==> config.mk <==
export PLATFORM = sky130hd
export DESIGN_NAME = cla_pipe_n
export DESIGN_NICKNAME = d
export VERILOG_FILES = /design/src/rtl/cla_pkg.sv /design/src/rtl/cla_prefix_lvl.sv /design/src/rtl/cla_pipe_n.sv
export SDC_FILE = /design/constraint.sdc
export NUM_CORES = 1
export LEC_CHECK = 0
export CORE_MARGIN = 10
export CORE_UTILIZATION = 60
export CTS_BUF_LIST = sky130_fd_sc_hd__clkbuf_4
export CTS_CLUSTER_DIAMETER = 60
export DETAILED_ROUTE_END_ITERATION = 12
export PLACE_DENSITY = 0.83
export SLEW_MARGIN = 25
export SYNTH_ARGS = -nofsm -noshare
export SYNTH_HDL_FRONTEND = slang
export SYNTH_SLANG_ARGS = --single-unit
==> constraint.sdc <==
create_clock -name PHI -period 8.2 [get_ports PHI]
set_input_delay 1.64 -clock PHI [delete_from_list [all_inputs] [get_ports PHI]]
set_output_delay 1.64 -clock PHI [all_outputs]
set_load 0.02 [all_outputs]
==> src/rtl/cla_pkg.sv <==
// cla_pkg: shared constants and helpers for the pipelined CLA adder.
// Exports OP encodings, clog2() and the latency function lat().
package cla_pkg;

    localparam logic [1:0] OP_ADD  = 2'b00;
    localparam logic [1:0] OP_ADDC = 2'b01;
    localparam logic [1:0] OP_SUB  = 2'b10;
    localparam logic [1:0] OP_SUBB = 2'b11;

    function automatic int clog2(input int v);
        int r;
        r = 0;
        while ((1 << r) < v) r++;
        return r;
    endfunction

    // Prestage rank plus one rank per LPS prefix levels (last one is the output).
    function automatic int lat(input int n, input int lps);
        return 1 + (clog2(n) + lps - 1) / lps;
    endfunction

endpackage

==> src/rtl/cla_prefix_lvl.sv <==
// cla_prefix_lvl: one combinational Kogge-Stone prefix level at distance DIST.
// Ports: PIN/GIN group propagate/generate in, POUT/GOUT combined out.
module cla_prefix_lvl #(
    parameter int N    = 8,
    parameter int DIST = 1
) (
    input  logic [N-1:0] PIN,
    input  logic [N-1:0] GIN,
    output logic [N-1:0] POUT,
    output logic [N-1:0] GOUT
);

    always_comb begin
        POUT = PIN;
        GOUT = GIN;
        for (int i = DIST; i < N; i++) begin
            GOUT[i] = GIN[i] | (PIN[i] & GIN[i-DIST]);
            POUT[i] = PIN[i] & PIN[i-DIST];
        end
    end

endmodule

==> src/rtl/cla_pipe_n.sv <==
// cla_pipe_n: pipelined N-bit Kogge-Stone adder/subtractor with flags,
// tag, valid/ready handshake and in-flight counter.
// Ports: PHI/RST clock+async reset; IN_VLD/IN_RDY, OPA, OPB, CIN, OP, TAG_IN
// in; OUT_VLD/OUT_RDY, SUM, COUT, OVF, ZERO, TAG_OUT out; OCC occupancy.
module cla_pipe_n
    import cla_pkg::*;
#(
    parameter int N   = 32,
    parameter int LPS = 2,
    parameter int TW  = 4
) (
    input  logic                              PHI,
    input  logic                              RST,
    input  logic                              IN_VLD,
    output logic                              IN_RDY,
    input  logic [N-1:0]                      OPA,
    input  logic [N-1:0]                      OPB,
    input  logic                              CIN,
    input  logic [1:0]                        OP,
    input  logic [TW-1:0]                     TAG_IN,
    output logic                              OUT_VLD,
    input  logic                              OUT_RDY,
    output logic [N-1:0]                      SUM,
    output logic                              COUT,
    output logic                              OVF,
    output logic                              ZERO,
    output logic [TW-1:0]                     TAG_OUT,
    output logic [clog2(lat(N, LPS)+1)-1:0]   OCC
);

    localparam int L   = clog2(N);
    localparam int LAT = lat(N, LPS);
    localparam int R   = LAT - 1;
    localparam int OW  = clog2(LAT + 1);

    logic          w_adv;
    logic          w_acc;
    logic          w_pop;
    logic          w_pre_c;
    logic [N-1:0]  w_b;
    logic [N-1:0]  w_pre_p;
    logic [N-1:0]  w_pre_g;
    logic [N-1:0]  w_pre_x;

    logic [N-1:0]  r_p [R];
    logic [N-1:0]  r_g [R];
    logic [N-1:0]  r_x [R];
    logic [TW-1:0] r_t [R];
    logic [R-1:0]  r_c0;
    logic [R-1:0]  r_v;

    logic [N-1:0]  w_pn [R];
    logic [N-1:0]  w_gn [R];
    logic [N-1:0]  w_pi [L];
    logic [N-1:0]  w_gi [L];
    logic [N-1:0]  w_po [L];
    logic [N-1:0]  w_go [L];

    logic [N-1:0]  w_gf;
    logic [N-1:0]  w_carry;
    logic [N-1:0]  w_sum;
    logic          w_unused;

    logic          r_ovld;
    logic [N-1:0]  r_sum;
    logic          r_cout;
    logic          r_ovf;
    logic          r_zero;
    logic [TW-1:0] r_tag;
    logic [OW-1:0] r_occ;

    // Subtract is A + ~B + carry; the carry-in is folded into G[0]
    // so the prefix tree output G[i] is directly the carry out of bit i.
    always_comb begin
        case (OP)
            OP_ADD:  w_pre_c = 1'b0;
            OP_SUB:  w_pre_c = 1'b1;
            default: w_pre_c = CIN;
        endcase
        w_b        = OP[1] ? ~OPB : OPB;
        w_pre_p    = OPA | w_b;
        w_pre_g    = OPA & w_b;
        w_pre_g[0] = w_pre_g[0] | (w_pre_p[0] & w_pre_c);
        w_pre_x    = OPA ^ w_b;
    end

    assign w_pn[0] = w_pre_p;
    assign w_gn[0] = w_pre_g;

    // A register rank sits in front of every LPS-th prefix level.
    for (genvar k = 0; k < L; k++) begin : g_lvl
        if (k % LPS == 0) begin : g_rank
            assign w_pi[k] = r_p[k/LPS];
            assign w_gi[k] = r_g[k/LPS];
            if (k > 0) begin : g_next
                assign w_pn[k/LPS] = w_po[k-1];
                assign w_gn[k/LPS] = w_go[k-1];
            end
        end else begin : g_comb
            assign w_pi[k] = w_po[k-1];
            assign w_gi[k] = w_go[k-1];
        end
        cla_prefix_lvl #(
            .N    (N),
            .DIST (1 << k)
        ) u_lvl (
            .PIN  (w_pi[k]),
            .GIN  (w_gi[k]),
            .POUT (w_po[k]),
            .GOUT (w_go[k])
        );
    end

    assign w_gf     = w_go[L-1];
    assign w_carry  = {w_gf[N-2:0], r_c0[R-1]};
    assign w_sum    = r_x[R-1] ^ w_carry;
    assign w_unused = ^w_po[L-1];

    assign w_adv = ~r_ovld | OUT_RDY;
    assign w_acc = IN_VLD & w_adv;
    assign w_pop = r_ovld & OUT_RDY;

    always_ff @(posedge PHI) begin
        if (w_adv) begin
            for (int j = 0; j < R; j++) begin
                r_p[j] <= w_pn[j];
                r_g[j] <= w_gn[j];
            end
            r_x[0]  <= w_pre_x;
            r_c0[0] <= w_pre_c;
            r_t[0]  <= TAG_IN;
            for (int j = 1; j < R; j++) begin
                r_x[j]  <= r_x[j-1];
                r_c0[j] <= r_c0[j-1];
                r_t[j]  <= r_t[j-1];
            end
        end
    end

    always_ff @(posedge PHI or posedge RST) begin
        if (RST) begin
            r_v    <= '0;
            r_ovld <= 1'b0;
            r_sum  <= '0;
            r_cout <= 1'b0;
            r_ovf  <= 1'b0;
            r_zero <= 1'b0;
            r_tag  <= '0;
            r_occ  <= '0;
        end else begin
            if (w_adv) begin
                r_v[0] <= w_acc;
                for (int j = 1; j < R; j++) begin
                    r_v[j] <= r_v[j-1];
                end
                r_ovld <= r_v[R-1];
                r_sum  <= w_sum;
                r_cout <= w_gf[N-1];
                r_ovf  <= w_gf[N-1] ^ w_gf[N-2];
                r_zero <= ~|w_sum;
                r_tag  <= r_t[R-1];
            end
            if (w_acc && !w_pop) begin
                r_occ <= r_occ + OW'(1);
            end else if (!w_acc && w_pop) begin
                r_occ <= r_occ - OW'(1);
            end
        end
    end

    assign IN_RDY  = w_adv;
    assign OUT_VLD = r_ovld;
    assign SUM     = r_sum;
    assign COUT    = r_cout;
    assign OVF     = r_ovf;
    assign ZERO    = r_zero;
    assign TAG_OUT = r_tag;
    assign OCC     = r_occ;

endmodule

==> flow_summary.yaml <==
floorplan:
  die_w_um: 168
  start_util: 0.607
  die_area_sq_um: 28300
  placementRows: 54
  core-area_sq_um: 21800
  die_y_um: 168
  ios: 119
yosys:
  seq_area_frac_synth: 0.729
  synth_area_sq_um: 13200
  async_reset_ff_frac: 0.140
  synth_edf_count: 282
  yosys.cell_count.top_type: "edfxtp_1"
  synth_commonest_cells: "edfxtp_1 (282), nand2_1 (127), inv_1 (103), a21oi_1 (70), ha_1 (65)"
  ys_types: 28
  synth_ff_type: "edfxtp_1"
  synth_top_area_cell: "edfxtp_1"
  syn_nets: 1082
  syn_area_per_cell_sq_um: 14.0
  ys_warn_count: 0
  synth.area.top_cells: "edfxtp_1 (64%), dfrtp_1 (8.7%), ha_1 (6.2%)"
  synth_seq_cells: 328
  synth_cells: 941
  synthDominantCellAreaShare: 0.641
clock_tree:
  postCtsHoldBufs: 0
  cts_resized: 0
  clock-sinks: 328
  postCtsSetupBuffers: 0
  cts.reportedPaths.clkPinSlew_ns: 0.07
  cts_made_buffers: 79
  cts_max_level: 3
  insertion_delay_ns: 0.69
  tritoncts: "yes"
  root_buffer: "clkbuf_4"
  cts_buffer_depth: 3
power:
  total_power_uw: 5500
  p_per_area_nw_per_um2: 350
  ir_worst_vdd_mv: 0.123
  p_leak_uw: 0.00644
routing:
  vias_per_cell: 5.17
  vias: 7601
  wire_per_inst_um: 16.9
  drcViolationCount: 0
  wirelength_um: 24800
  ant_nets: 0
  drtIter0Drc: 638
  dr.pass1.iters: 6
setup_path:
  ff2ff_setup_slack_ns: 5.41
  end_kind: "output pin"
  rr_startpoint: "OUT_VLD$_DFFE_PP0N_"
  criticalPathCategory: "in -> out"
  required_ns: 6.56
  critical_path.startpoint_type: "input port"
  r2r_cells: 7
  worstReg2RegEnd: "ZERO$_DFFE_PP0N_"
  path_max_fanout: 89
  arrival_ns: 3.67
placed_design:
  post-dp-hpwl_um: 17900
  port_buffers: 118
  gp_congestion: 0.839
timing:
  worst_pin_slew_ns: 0.966
  finalSetupViolations: 0
  clock_skew_ns: 0.0540
  relSlewSlack: 0.356
  finalHoldViolations: 0
  timing.fmax_mhz: 188
  setup_tns_ns: 0
  rsz0062_at_grt: "no"
  drv_slew: 0
  fin_crit_sh: 0.647
  period_minus_slack_ns: 5.31
hold_path:
  worstHoldEndpoint: "r_x[0][57]$_DFFE_PN_"
  hold_depth: 0
  worstHoldPathType: "reg -> reg"
  hold_path_startpoint: "r_x[0][25]$_DFFE_PN_"
final_layout:
  drive_above_1_share: 0.114
  fin_nets: 1271
  fillerInstances: 1387
  areaGrowthSynthToFinish_pct: 18.9
grt:
  grt_max_degree: 185
  grt_first_pass_wirelength_um: 39600
  antenna_found_initial: 1
  grt_pass1_vias: 7954
  grt.total_usage: 0.175
  grt-ovfl-total: 0
flow_run:
  drv_cap: 0
status:
  status: "finished clean"
-- report_power, final --
group	switching [uW]	total [uW]	leakage, uW	internal, uW
logic	768	1290	0.00247	520
clock network	602	1280	0.000591	675
registers	356	2930	0.00339	2570
-- how the worst max path moves through the flow --
stage,start,endpoint,slack [ns]
4_1_cts,OUT_RDY,IN_RDY,2.88
3_5_place_dp,OUT_RDY,IN_RDY,2.89
3_3_place_gp,OUT_RDY,IN_RDY,2.90
5_1_grt,OUT_RDY,IN_RDY,2.79
6_report,OUT_RDY,IN_RDY,2.89
2_1_floorplan,OUT_RDY,IN_RDY,1.05
-- kinds of logic (layout without fill, tap and decap cells) --
kind of cell               count (synthesis)  after routing  synth area share
and+or+nand+nor                          221            221            0.0682
muxes                                      2              2           0.00171
buffers and inverters                    117            365            0.0343
DFF                                      328            328             0.729
other                                      0              1                 0
xor gates and xnor gates                  68             68            0.0451
AOI/OAI and AO/OA                        139            139            0.0590
adders and majority gates                 66             66            0.0631
-- placed cells by master (no fill, tap or decap), types with 40 or more instances in the layout --
| cell | count |
|---|---|
| edfxtp_1 | 282 |
| nand2_1 | 127 |
| clkdlybuf4s50_1 | 117 |
| clkbuf_4 | 115 |
| inv_1 | 102 |
| a21oi_1 | 70 |
| ha_1 | 65 |
| nor2_1 | 62 |
| dfrtp_1 | 46 |
| o21ai_0 | 40 |
-- critical path: stages --
cell and delay, ns:
clkdlybuf4s50_1 0.50, nor2b_2 0.05, buf_4 0.21, inv_8 0.46, clkdlybuf4s50_1 0.73
-- layout make-up --
type | count | area (sq um) | area share
Sequential cell | 328 | 9620 | 0.613
Inverter | 104 | 399 | 0.0254
Antenna cell | 1 | 2.50 | 0.000159
Clock buffer | 115 | 863 | 0.0550
Timing Repair Buffer | 121 | 1210 | 0.0771
Multi-Input combinational cell | 496 | 3130 | 0.200
Tap cell | 280 | 350 | 0.0223
Clock inverter | 25 | 123 | 0.00781
-- flip-flops by register name, summed over array words and instances, names as in the netlist --
name and cells:
OVF 1, ZERO 1, r_v 3, r_g 96
COUT 1, r_t 12, SUM 32, r_c0 3
r_p 75, OUT_VLD 1, r_x 96, TAG_OUT 4
OCC 3
-- stage by stage --
step	util	instance area, sq um	instances	worst slack, ns	hold slack, ns
after floorplan	-	13200	941	1.05	0.400
after detailed placement	0.676	14700	1329	2.89	0.405
after CTS	0.722	15700	1469	2.88	0.369
final	0.722	15700	1470	2.89	0.375
after global routing	0.722	15700	1470	2.79	0.378
after global placement	0.676	14700	1329	2.90	0.402
-- layer usage --
| metal | share of wire | global-route usage |
|---|---|---|
| met5 | 0 | 0 |
| met4 | 0.021 | 0.0712 |
| met3 | 0.079 | 0.0489 |
| met2 | 0.49 | 0.287 |
| met1 | 0.41 | 0.215 |
Power figures use the tool's default switching activity.
